### config.mk
export PLATFORM = sky130hd
export DESIGN_NAME = mem_arbiter
export DESIGN_NICKNAME = d
export VERILOG_FILES = /design/src/rtl/mem_arbiter_pkg.sv /design/src/rtl/mem_arbiter.sv
export SDC_FILE = /design/constraint.sdc
export NUM_CORES = 1
export LEC_CHECK = 0
export CAP_MARGIN = 20
export CORE_AREA = 3 3 290 292
export DETAILED_ROUTE_END_ITERATION = 16
export DIE_AREA = 0 0 293 295
export REMOVE_ABC_BUFFERS = 1
export SETUP_SLACK_MARGIN = 0.4
export SLEW_MARGIN = 15
export SYNTH_ARGS = -nofsm -noshare
export SYNTH_HDL_FRONTEND = slang
export SYNTH_SLANG_ARGS = --single-unit
### constraint.sdc
create_clock -name clk -period 4.9 [get_ports clk]
set_input_delay 0.735 -clock clk [delete_from_list [all_inputs] [get_ports clk]]
set_output_delay 0.735 -clock clk [all_outputs]
set_load 0.005 [all_outputs]
### src/rtl/mem_arbiter_pkg.sv
// mem_arbiter_pkg: shared definitions for the icache/dcache memory arbiter.
//   - default line and line-address widths and the default starvation limit
//   - FSM state and transaction-owner encodings
//   - streak counter width helper
package mem_arbiter_pkg;

   localparam int unsigned LINE_W_DEF       = 128;
   localparam int unsigned ADDR_W_DEF       = 28;
   localparam int unsigned STARVE_LIMIT_DEF = 4;

   typedef enum logic [1:0] {
      StIdle     = 2'd0,
      StIssue    = 2'd1,
      StWaitResp = 2'd2
   } state_e;

   typedef enum logic {
      OwnIc = 1'b0,
      OwnDc = 1'b1
   } owner_e;

   // Bits needed to count 0..limit inclusive.
   function automatic int unsigned streak_width(input int unsigned limit);
      return (limit < 1) ? 1 : $clog2(limit + 1);
   endfunction

endpackage

### src/rtl/mem_arbiter.sv
// mem_arbiter: arbitrates icache refills and dcache refills/writebacks onto a
// single backing-memory port, one transaction in flight at a time.
//
// Ports:
//   clk, reset (async, active-low)
//   ic_req_valid/ready/addr            icache refill request
//   ic_resp_valid/data                 icache refill response (1-cycle pulse)
//   dc_req_valid/ready/rw/addr/wdata   dcache request (rw=1 writeback)
//   dc_resp_valid/data                 dcache response (data 0 on write ack)
//   mem_req_valid/ready/rw/addr/wdata  request to backing memory
//   mem_resp_valid/data                read data from backing memory
//   busy                               FSM not idle
//   proto_err                          sticky: memory response when none expected
module mem_arbiter
   import mem_arbiter_pkg::*;
#(
   parameter int unsigned LINE_W       = LINE_W_DEF,
   parameter int unsigned ADDR_W       = ADDR_W_DEF,
   parameter int unsigned STARVE_LIMIT = STARVE_LIMIT_DEF
) (
   input  logic              clk,
   input  logic              reset,

   input  logic              ic_req_valid,
   output logic              ic_req_ready,
   input  logic [ADDR_W-1:0] ic_req_addr,
   output logic              ic_resp_valid,
   output logic [LINE_W-1:0] ic_resp_data,

   input  logic              dc_req_valid,
   output logic              dc_req_ready,
   input  logic              dc_req_rw,
   input  logic [ADDR_W-1:0] dc_req_addr,
   input  logic [LINE_W-1:0] dc_req_wdata,
   output logic              dc_resp_valid,
   output logic [LINE_W-1:0] dc_resp_data,

   output logic              mem_req_valid,
   input  logic              mem_req_ready,
   output logic              mem_req_rw,
   output logic [ADDR_W-1:0] mem_req_addr,
   output logic [LINE_W-1:0] mem_req_wdata,
   input  logic              mem_resp_valid,
   input  logic [LINE_W-1:0] mem_resp_data,

   output logic              busy,
   output logic              proto_err
);

   localparam int unsigned          STREAK_W   = streak_width(STARVE_LIMIT);
   localparam logic [STREAK_W-1:0]  STREAK_MAX = STREAK_W'(STARVE_LIMIT);

   state_e              state_q, state_d;
   logic [STREAK_W-1:0] streak_q, streak_d;
   owner_e              owner_q, owner_d;
   logic                rw_q, rw_d;
   logic [ADDR_W-1:0]   addr_q, addr_d;
   logic [LINE_W-1:0]   wdata_q, wdata_d;
   logic                ic_resp_valid_q, ic_resp_valid_d;
   logic [LINE_W-1:0]   ic_resp_data_q, ic_resp_data_d;
   logic                dc_resp_valid_q, dc_resp_valid_d;
   logic [LINE_W-1:0]   dc_resp_data_q, dc_resp_data_d;
   logic                proto_err_q, proto_err_d;

   logic                dc_win;
   logic                ic_grant, dc_grant;

   // dcache has priority unless the icache has been passed over too often.
   assign dc_win = dc_req_valid && !(ic_req_valid && (streak_q == STREAK_MAX));

   always_comb begin
      state_d         = state_q;
      streak_d        = streak_q;
      owner_d         = owner_q;
      rw_d            = rw_q;
      addr_d          = addr_q;
      wdata_d         = wdata_q;
      ic_resp_valid_d = 1'b0;
      dc_resp_valid_d = 1'b0;
      ic_resp_data_d  = ic_resp_data_q;
      dc_resp_data_d  = dc_resp_data_q;
      proto_err_d     = proto_err_q;
      ic_grant        = 1'b0;
      dc_grant        = 1'b0;

      unique case (state_q)
         StIdle: begin
            if (dc_win) begin
               dc_grant = 1'b1;
               owner_d  = OwnDc;
               rw_d     = dc_req_rw;
               addr_d   = dc_req_addr;
               wdata_d  = dc_req_wdata;
               state_d  = StIssue;
               // Only count grants that actually made the icache wait.
               if (ic_req_valid && (streak_q != STREAK_MAX)) begin
                  streak_d = streak_q + 1'b1;
               end
            end else if (ic_req_valid) begin
               ic_grant = 1'b1;
               owner_d  = OwnIc;
               rw_d     = 1'b0;
               addr_d   = ic_req_addr;
               wdata_d  = '0;
               streak_d = '0;
               state_d  = StIssue;
            end
         end

         StIssue: begin
            if (mem_req_ready) begin
               if (rw_q) begin
                  // Writes complete on the handshake; only the dcache writes.
                  dc_resp_valid_d = 1'b1;
                  dc_resp_data_d  = '0;
                  state_d         = StIdle;
               end else begin
                  state_d = StWaitResp;
               end
            end
         end

         StWaitResp: begin
            if (mem_resp_valid) begin
               if (owner_q == OwnDc) begin
                  dc_resp_valid_d = 1'b1;
                  dc_resp_data_d  = mem_resp_data;
               end else begin
                  ic_resp_valid_d = 1'b1;
                  ic_resp_data_d  = mem_resp_data;
               end
               state_d = StIdle;
            end
         end

         default: state_d = StIdle;
      endcase

      if (mem_resp_valid && (state_q != StWaitResp)) begin
         proto_err_d = 1'b1;
      end
   end

   always_ff @(posedge clk or negedge reset) begin
      if (!reset) begin
         state_q         <= StIdle;
         streak_q        <= '0;
         owner_q         <= OwnIc;
         rw_q            <= 1'b0;
         addr_q          <= '0;
         wdata_q         <= '0;
         ic_resp_valid_q <= 1'b0;
         ic_resp_data_q  <= '0;
         dc_resp_valid_q <= 1'b0;
         dc_resp_data_q  <= '0;
         proto_err_q     <= 1'b0;
      end else begin
         state_q         <= state_d;
         streak_q        <= streak_d;
         owner_q         <= owner_d;
         rw_q            <= rw_d;
         addr_q          <= addr_d;
         wdata_q         <= wdata_d;
         ic_resp_valid_q <= ic_resp_valid_d;
         ic_resp_data_q  <= ic_resp_data_d;
         dc_resp_valid_q <= dc_resp_valid_d;
         dc_resp_data_q  <= dc_resp_data_d;
         proto_err_q     <= proto_err_d;
      end
   end

   // Readies are combinational from the inputs; mask them while reset is held
   // since the state register alone already reads as idle then.
   assign ic_req_ready  = ic_grant && reset;
   assign dc_req_ready  = dc_grant && reset;

   assign ic_resp_valid = ic_resp_valid_q;
   assign ic_resp_data  = ic_resp_data_q;
   assign dc_resp_valid = dc_resp_valid_q;
   assign dc_resp_data  = dc_resp_data_q;

   assign mem_req_valid = (state_q == StIssue);
   assign mem_req_rw    = rw_q;
   assign mem_req_addr  = addr_q;
   assign mem_req_wdata = wdata_q;

   assign busy          = (state_q != StIdle);
   assign proto_err     = proto_err_q;

endmodule

==> results of run 1 <==
-- placed cells by master (no fill, tap or decap), drive strengths merged, types with 2 or more instances in the layout --
master and instances:
a21o 3, a21oi 57, a22o 111, buf 23, bufinv 3, clkbuf 78, clkdlybuf4s50 737, clkinv 4
dfrtp 422, diode 4, ha 5, inv 141, mux2i 129, nand2 581, nand3 22, nor2 32
o21ai 2, o22ai 2
-- cells by family after synthesis --
logic type               count (synthesis)  synth area share
adder cells (fa/ha/maj)                  5           0.00374
AO/OA/AOI/OAI                          179            0.0802
multiplexers                           129            0.0772
AND/OR/NAND/NOR                        641             0.147
flip-flops                             422             0.631
buffers and inverters                  237            0.0611
-- sequential cells by signal, indices dropped and copies added, names as in the netlist --
name and cells:
owner_q 1, streak_q 3, proto_err 1, mem_req_wdata 128
ic_resp_valid 1, dc_resp_valid 1, ic_resp_data 128, state_q 2
dc_resp_data 128, mem_req_addr 28, mem_req_rw 1
-- repair_timing --
item                      4_1_cts  5_1_grt
hold buffers                    1        0
gates resized for setup         0        0
hold endpoints to repair       22        0
-- stage by stage --
step / instances / power [uW] / hold slack [ns] / setup TNS [ns] / worst slack, ns
global route: 3435 / 18300 / 0.485 / 0 / 1.52
floorplan: 1513 / 9060 / 0.439 / -1084.78 / -4.28
detailed placement: 3343 / 13500 / 0.447 / 0 / 1.74
global placement: 3343 / 13500 / 0.448 / 0 / 1.74
CTS: 3434 / 17500 / 0.466 / 0 / 1.65
finish: 3438 / 17200 / 0.457 / 0 / 1.70
-- power groups by stage --
stage / logic (uW) / clock network, uW / registers, uW
global placement: 7540 / 0 / 5920
CTS: 7640 / 3960 / 5910
detailed placement: 7600 / 0 / 5940
global route: 8070 / 4090 / 6100
floorplan: 2950 / 0 / 6110
finish: 7470 / 3810 / 5910
-- final timing paths --
check / to / cells after the start
min in group asynchronous: dc_resp_data[124] / 2
max in group asynchronous: ic_resp_data[108] / 4
worst max-delay path: ic_req_ready / 5
worst min-delay path: proto_err / 1
worst max register to register: dc_resp_data[12] / 6
worst min register to register: proto_err / 1
-- critical path, cell delays in order (launching register included) --
cell             delay, ns
dfrtp_1               0.40
inv_1                 0.13
ha_1                  0.34
nand2_1               0.23
nor3b_1               0.25
clkdlybuf4s50_1       0.54
-- area by class of cell --
| type | count | area [um^2] |
|---|---|---|
| diodes | 4 | 10.0 |
| clock buffers | 78 | 1510 |
| clock inverters | 12 | 164 |
| fillers | 8304 | 54900 |
| inverters | 137 | 517 |
| multi-input cells | 954 | 5210 |
| flip-flops and latches | 422 | 10600 |
| well taps | 1070 | 1340 |
| repair buffers | 761 | 7670 |
-- per-layer routing --
layer | wire length, um | vias up | track usage
met2 | 31300 | 449 | 0.231
met4 | 1860 | 2 | 0.0469
met1 | 26600 | 6614 | 0.180
li1 | - | 6595 | -
met3 | 4540 | 96 | 0.0403
met5 | 13 | - | 0
==> out/results.txt, run 1 <==
reg2reg setup slack = 2.12 ns
Tcrit/Tclk final = 0.653
switch share = 0.333
Static Leak = 0.0125 uW
Comb power frac = 0.435
Internal Pwr Total = 11500 uW
Max-Cap Viols = 0
Final ANT Viol Nets = 0
crit path capture type = output port
die height = 295 um
# setup viols final = 0
Tmin final = 3.20 ns
# H-tree levels = 2
total CTS buffers = 52
Mean Syn Cell Area = 10.4 um^2
number of buffers added on ports = 738
final hold viol count = 0
Post-DP HPWL = 46400 um
Netlist Area Pre-Place = 16700 um^2
Total GRT Usage = 0.141
Core Util, Final = 0.330
CP arrival = 2.46 ns
Netlist cell types = 29
Root Driver = clkbuf_16
most used flip-flop cell after synthesis = dfrtp_1
sequential share of the synthesized area = 0.631
Synth Instances = 1613
Vias/cell = 4.00
Slew @ Worst Pin = 0.918 ns
CP Launch Point = state_q[0]
GP Congestion = 0.810
Residual DRC = 0
WP data required = 4.16 ns
Remaining Overflow, GRT = 0
top cells by area, synth = dfrtp_1, nand2_1, mux2i_1
final WL = 64400 um
Skew-Pair Late Insertion Delay = 0.59 ns
run status = finished clean
Area Overhead vs Synth = 61.2%
1st-iter DRT viols = 689
Die ar. = 86400 um^2
crit path kind = reg -> out
crit-path max FO = 7
dpl cell area = 25300 um^2
clock power share = 0.222
Routed WL per cell = 18.7 um
pin count of the biggest net entering global routing = 140
starting density of the core = 0.204
Ports = 739
clk slew on worst S/H paths = 0.06 ns
most frequent cell after synthesis = nand2_1
register share of total power = 0.344
Synth area leader = dfrtp_1
row count = 105
Ys Warns = 0
RSZ-0062 raised after global routing = false
Max VDD drop = 413 uV
Setup Skew = 0.0173 ns
Worst slew margin = 0.388
fmax = 0.313 GHz
Final nets = 2652
vias in the first global route = 13900
Num Clock Sinks = 422
worst min path class = reg -> reg
CTS tree = built
Hold Path Origin = proto_err
Final Max Tran Viols = 0
Post-synth EDFFs = 0
postcts setup bufs = 0
Synth async-reset ratio = 1.00
share of cells above drive strength 1 = 0.0453
antenna violations before repair = 4
core box area = 81800 um^2
Seq cells post-synth = 422
cell area power density = 637 nW/um^2
P_sw = 5720 uW
reg2reg start = state_q[0]
first-pass GRT wire length = 93000 um
top-area cell type share of the netlist area = 0.631
Die X = 293 um
crit path launch type = flip-flop
vias = 13800
router iterations before antenna repair = 5
cell area after layout = 27000 um^2
clk buf depth = 3
commonest cells in the netlist = nand2_1, dfrtp_1, inv_1, mux2i_1, a22o_1
Power figures use the tool's default switching activity.
==> inputs of run 2 (changes only) <==
clock period = 3.2 ns   (was 4.9 ns; I/O delays follow)
==> run 2 against run 1 <==
Routed wire length grew 0.10%; sequential power grew 53%; global-route usage barely moved; power grew 55%; critical path type unchanged; critical endpoint is now dc_req_ready; largest power group unchanged; highest routed layer is now met4.
==> out/results.txt, run 2 (same netlist as run 1, synthesis figures left out) <==
total CTS buffers = 51 (was 52)
pin count of the biggest net entering global routing = 122 (was 140)
Ports = 739 (unchanged)
reg2reg start = state_q[0] (unchanged)
antenna violations before repair = 5 (was 4)
Skew-Pair Late Insertion Delay = 0.59 ns (about the same)
die height = 295 um (unchanged)
fmax = 0.381 GHz
Post-DP HPWL = 47000 um (was 46400 um)
final hold viol count = 0 (unchanged)
Area Overhead vs Synth = 62.8% (was 61.2%)
Static Leak = 0.0127 uW (was 0.0125 uW)
Max VDD drop = 511 uV (was 413 uV)
Root Driver = clkbuf_16 (unchanged)
vias in the first global route = 13900 (about the same)
crit path kind = reg -> out (unchanged)
reg2reg setup slack = 0.72 ns (was 2.12 ns)
final WL = 64400 um (about the same)
Slew @ Worst Pin = 0.893 ns (was 0.918 ns)
reg2reg end = ic_resp_data[10] (was dc_resp_data[12])
worst hold margin = 0.351 ns (was 0.457 ns)
share of cells above drive strength 1 = 0.0595 (was 0.0453)
Setup Skew = 0.0152 ns (was 0.0173 ns)
Routed WL per cell = 18.6 um (was 18.7 um)
worst r2r path cells = 8 (was 6)
leading cell type in the layout, fill and taps excluded = clkdlybuf4s50_1 (unchanged)
CP arrival = 2.15 ns (was 2.46 ns)
clk buf depth = 3 (unchanged)
Tmin final = 2.63 ns
vias = 13900 (was 13800)
Die X = 293 um (unchanged)
number of buffers added on ports = 738 (unchanged)
# H-tree levels = 2 (unchanged)
GP Congestion = 0.822 (was 0.810)
clk slew on worst S/H paths = 0.06 ns (about the same)
run status = finished clean (unchanged)
crit path capture type = output port (unchanged)
cell area power density = 979 nW/um^2 (was 637 nW/um^2)
Final Max Tran Viols = 0 (unchanged)
WP data required = 2.72 ns (was 4.16 ns)
Die ar. = 86400 um^2 (unchanged)
Max-Cap Viols = 0 (unchanged)
first-pass GRT wire length = 93200 um (was 93000 um)
row count = 105 (unchanged)
Final ANT Viol Nets = 0 (unchanged)
Total GRT Usage = 0.141 (about the same)
Remaining Overflow, GRT = 0 (unchanged)
CTS tree = built (unchanged)
# fillers = 8293 (was 8304)
Final nets = 2669 (was 2652)
crit-path max FO = 3 (was 7)
Vias/cell = 4.02 (was 4.00)
router iterations before antenna repair = 5 (unchanged)
1st-iter DRT viols = 589 (was 689)
setup TNS = 0 ns (unchanged)
core box area = 81800 um^2 (unchanged)
Num Clock Sinks = 422 (unchanged)
Worst slew margin = 0.405 (was 0.388)
Residual DRC = 0 (unchanged)
# setup viols final = 0 (unchanged)
RSZ-0062 raised after global routing = false (unchanged)
crit path launch type = flip-flop (unchanged)
starting density of the core = 0.204 (unchanged)
Tcrit/Tclk final = 0.821
worst min path class = in -> async (was reg -> reg)
most frequent cells in the layout = clkdlybuf4s50_1, nand2_1, dfrtp_1 (unchanged)
[run 2: cell count changes in the layout (fill, tap and decap cells not counted), moves of 2 or more]
cell / delta
bufinv_16: +2
inv_6: -2
clkbuf_1: -10
buf_12: +2
buf_4: +16
clkinv_2: +12
[run 2: cell type report]
cell class                      count  area (um^2)  share of cell area
Clock buffer                       68         1470              0.0540
Clock inverter                     26          287              0.0105
Antenna cell                        5         12.5            0.000459
Multi-Input combinational cell    954         5230               0.192
Tap cell                         1070         1340              0.0491
Sequential cell                   422        10600               0.388
Timing Repair Buffer              779         7830               0.287
Inverter                          137          517              0.0190
[run 2: power breakdown]
| part | switching, uW | internal (uW) | total (uW) |
|---|---|---|---|
| registers | 1330 | 7700 | 9020 |
| logic | 5120 | 6500 | 11600 |
| clock network | 2390 | 3640 | 6030 |
| total | 8840 | 17800 | 26700 |
[run 2: worst max-delay path by stage]
stage / end / slack (ns) / from
final: dc_req_ready / 0.57 / streak_q[0]
after global routing: dc_req_ready / 0.42 / streak_q[0]
after CTS: ic_req_ready / 0.43 / streak_q[0]
after detailed placement: ic_req_ready / 0.58 / ic_req_valid
after global placement: ic_req_ready / 0.63 / ic_req_valid
after floorplan: ic_resp_valid / -5.98 / state_q[0]
[run 2: layer usage]
metal	routed length (um)	share of wire	global-route usage	vias up
met5	0	0	0	-
met1	27000	0.42	0.179	6688
li1	-	-	-	6649
met3	4350	0.068	0.0411	125
met2	30600	0.48	0.225	451
met4	2510	0.039	0.0576	0
[run 2: through the flow]
stage	power [uW]	setup WS [ns]	cells	utilization	instance area (um^2)
floorplan	13300	-5.98	1513	-	16200
global placement	20700	0.629	3360	0.311	25400
detailed placement	20800	0.580	3360	0.311	25400
CTS	27100	0.430	3455	0.333	27200
global route	28300	0.422	3459	0.333	27200
finish	26700	0.572	3461	0.333	27200
[run 2: what timing repair did]
item / 4_1_cts / 5_1_grt
buffers inserted: 0 / 1
pin swaps: 0 / 0
hold buffers: 1 / 0
hold endpoints to repair: 8 / 0
gates resized for setup: 4 / 1
endpoints found under the setup margin: 1 / 2
[run 2: worst max-delay path: stages (launching register included)]
cell and delay, ns:
dfrtp_1 0.36, inv_1 0.05, ha_1 0.20, nand3_1 0.09, and2_1 0.19, and3_1 0.17
clkdlybuf4s50_1 0.50
==> inputs of run 3 (changes only) <==
clock period = 2.4 ns   (was 3.2 ns; I/O delays follow)
==> run 3 against run 2 <==
Routed wire length rose by 1.7%; register-to-register slack worse by 0.22 ns; non-clock buffer count up 18; clock skew is 0.0040 ns lower; global-route usage grew 0.20 points; setup slack got worse by 0.26 ns; power increased by 34%; die area unchanged; sequential cell count unchanged; first-iteration DRC count rose by 14%; combinational power increased by 39%; design area is 0.44% higher; critical path type unchanged.
==> out/results.txt, run 3 (same netlist as run 1, synthesis figures left out) <==
final WL = 65500 um (was 64400 um)
worst r2r path cells = 8 (unchanged)
Final Worst Setup Slack = 0.310 ns (was 0.572 ns)
cell area power density = 1300 nW/um^2 (was 979 nW/um^2)
fin cells = 3468 (was 3461)
# H-tree levels = 2 (unchanged)
Setup Skew = 0.0112 ns (was 0.0152 ns)
RSZ-0062 raised after global routing = true (was false)
clk buf depth = 3 (unchanged)
WP data required = 2.04 ns (was 2.72 ns)
router iterations before antenna repair = 5 (unchanged)
Die X = 293 um (unchanged)
1st-iter DRT viols = 669 (was 589)
core box area = 81800 um^2 (unchanged)
Core Util, Final = 0.334 (was 0.333)
antenna violations before repair = 3 (was 5)
final hold viol count = 0 (unchanged)
row count = 105 (unchanged)
cell count after placement = 3368 (was 3360)
Area Overhead vs Synth = 63.6% (was 62.8%)
# setup viols final = 0 (unchanged)
Remaining Overflow, GRT = 0 (unchanged)
first-pass GRT wire length = 94400 um (was 93200 um)
most frequent cells in the layout = clkdlybuf4s50_1, nand2_1, dfrtp_1 (unchanged)
Root Driver = clkbuf_16 (unchanged)
GP Congestion = 0.837 (was 0.822)
fmax = 0.478 GHz
Worst slew margin = 0.321 (was 0.405)
vias in the first global route = 14200 (was 13900)
total CTS buffers = 50 (was 51)
Max-Cap Viols = 0 (unchanged)
Final Max Tran Viols = 0 (unchanged)
Vias/cell = 4.03 (was 4.02)
crit path launch type = flip-flop (unchanged)
clk slew on worst S/H paths = 0.06 ns (about the same)
worst min path class = in -> reg (was in -> async)
Routed WL per cell = 18.9 um (was 18.6 um)
Total GRT Usage = 0.143 (was 0.141)
die height = 295 um (unchanged)
crit path kind = reg -> out (unchanged)
CP arrival = 1.73 ns (was 2.15 ns)
Slew @ Worst Pin = 1.02 ns (was 0.893 ns)
Post-DP HPWL = 47900 um (was 47000 um)
Hold Crit Depth = 3
Skew-Pair Late Insertion Delay = 0.58 ns (was 0.59 ns)
starting density of the core = 0.204 (unchanged)
pin count of the biggest net entering global routing = 153 (was 122)
Static Leak = 0.0127 uW (about the same)
Max VDD drop = 604 uV (was 511 uV)
Tcrit/Tclk final = 0.871
worst hold margin = 0.324 ns (was 0.351 ns)
Ports = 739 (unchanged)
pre-CTS setup slack = 0.151 ns (was 0.580 ns)
Die ar. = 86400 um^2 (unchanged)
number of buffers added on ports = 738 (unchanged)
crit-path max FO = 3 (unchanged)
crit path capture type = output port (unchanged)
Final ANT Viol Nets = 0 (unchanged)
Final nets = 2686 (was 2669)
leading cell type in the layout, fill and taps excluded = clkdlybuf4s50_1 (unchanged)
Num Clock Sinks = 422 (unchanged)
run status = finished clean (unchanged)
setup TNS = 0 ns (unchanged)
vias = 14000 (was 13900)
Residual DRC = 0 (unchanged)
CTS tree = built (unchanged)
Tmin final = 2.09 ns
share of cells above drive strength 1 = 0.0639 (was 0.0595)
[run 3: power by group]
group          switching (uW)  internal [uW]
Combinational            7020           9110
Sequential               1790          10300
Clock                    3050           4360
Total                   11900          23700
[run 3: critical path: stages (launching register included)]
cell and delay, ns:
dfrtp_1 0.38, inv_1 0.06, ha_2 0.18, nand3_2 0.07, and2_4 0.17, and3_1 0.17, buf_2 0.12
[run 3: what timing repair did]
action | CTS | global route
pin swaps | 3 | 1
endpoints found under the setup margin | 204 | 16
gates resized for setup | 26 | 7
hold buffers | 1 | 0
setup buffers | 8 | 1
gates cloned | 0 | 2
hold endpoints to repair | 21 | 0
[run 3: layout make-up]
class | count | area (um^2)
fill | 8281 | 54500
sequential | 422 | 10600
timing repair buffer | 797 | 8120
multi-input combinational | 954 | 5240
clock buffer | 75 | 1490
tap | 1070 | 1340
inverter | 137 | 517
clock inverter | 10 | 87.6
antenna | 3 | 7.51
[run 3: final timing paths]
path                                   start           endpoint  slack [ns]
max                              streak_q[0]       dc_req_ready        0.31
min                          ic_req_addr[19]   mem_req_addr[19]        0.32
max reg2reg                       state_q[0]    dc_resp_data[0]        0.50
min reg2reg                mem_req_wdata[99]  mem_req_wdata[99]        0.46
max in group asynchronous              reset    mem_req_addr[8]        0.89
min in group asynchronous              reset   dc_resp_data[79]        0.55
[run 3: layer usage]
| layer | track usage | vias to the layer above | share of wire |
|---|---|---|---|
| met5 | 0 | - | 0.00073 |
| met4 | 0.0472 | 2 | 0.030 |
| met3 | 0.0374 | 105 | 0.061 |
| met2 | 0.235 | 420 | 0.48 |
| met1 | 0.183 | 6812 | 0.43 |
| li1 | - | 6648 | - |
[run 3: metrics by stage]
step	power, uW	cell area [um^2]
after floorplan	16900	16200
after global placement	27800	25600
after detailed placement	28000	25600
after CTS	35900	27300
after global routing	37900	27400
final	35600	27400
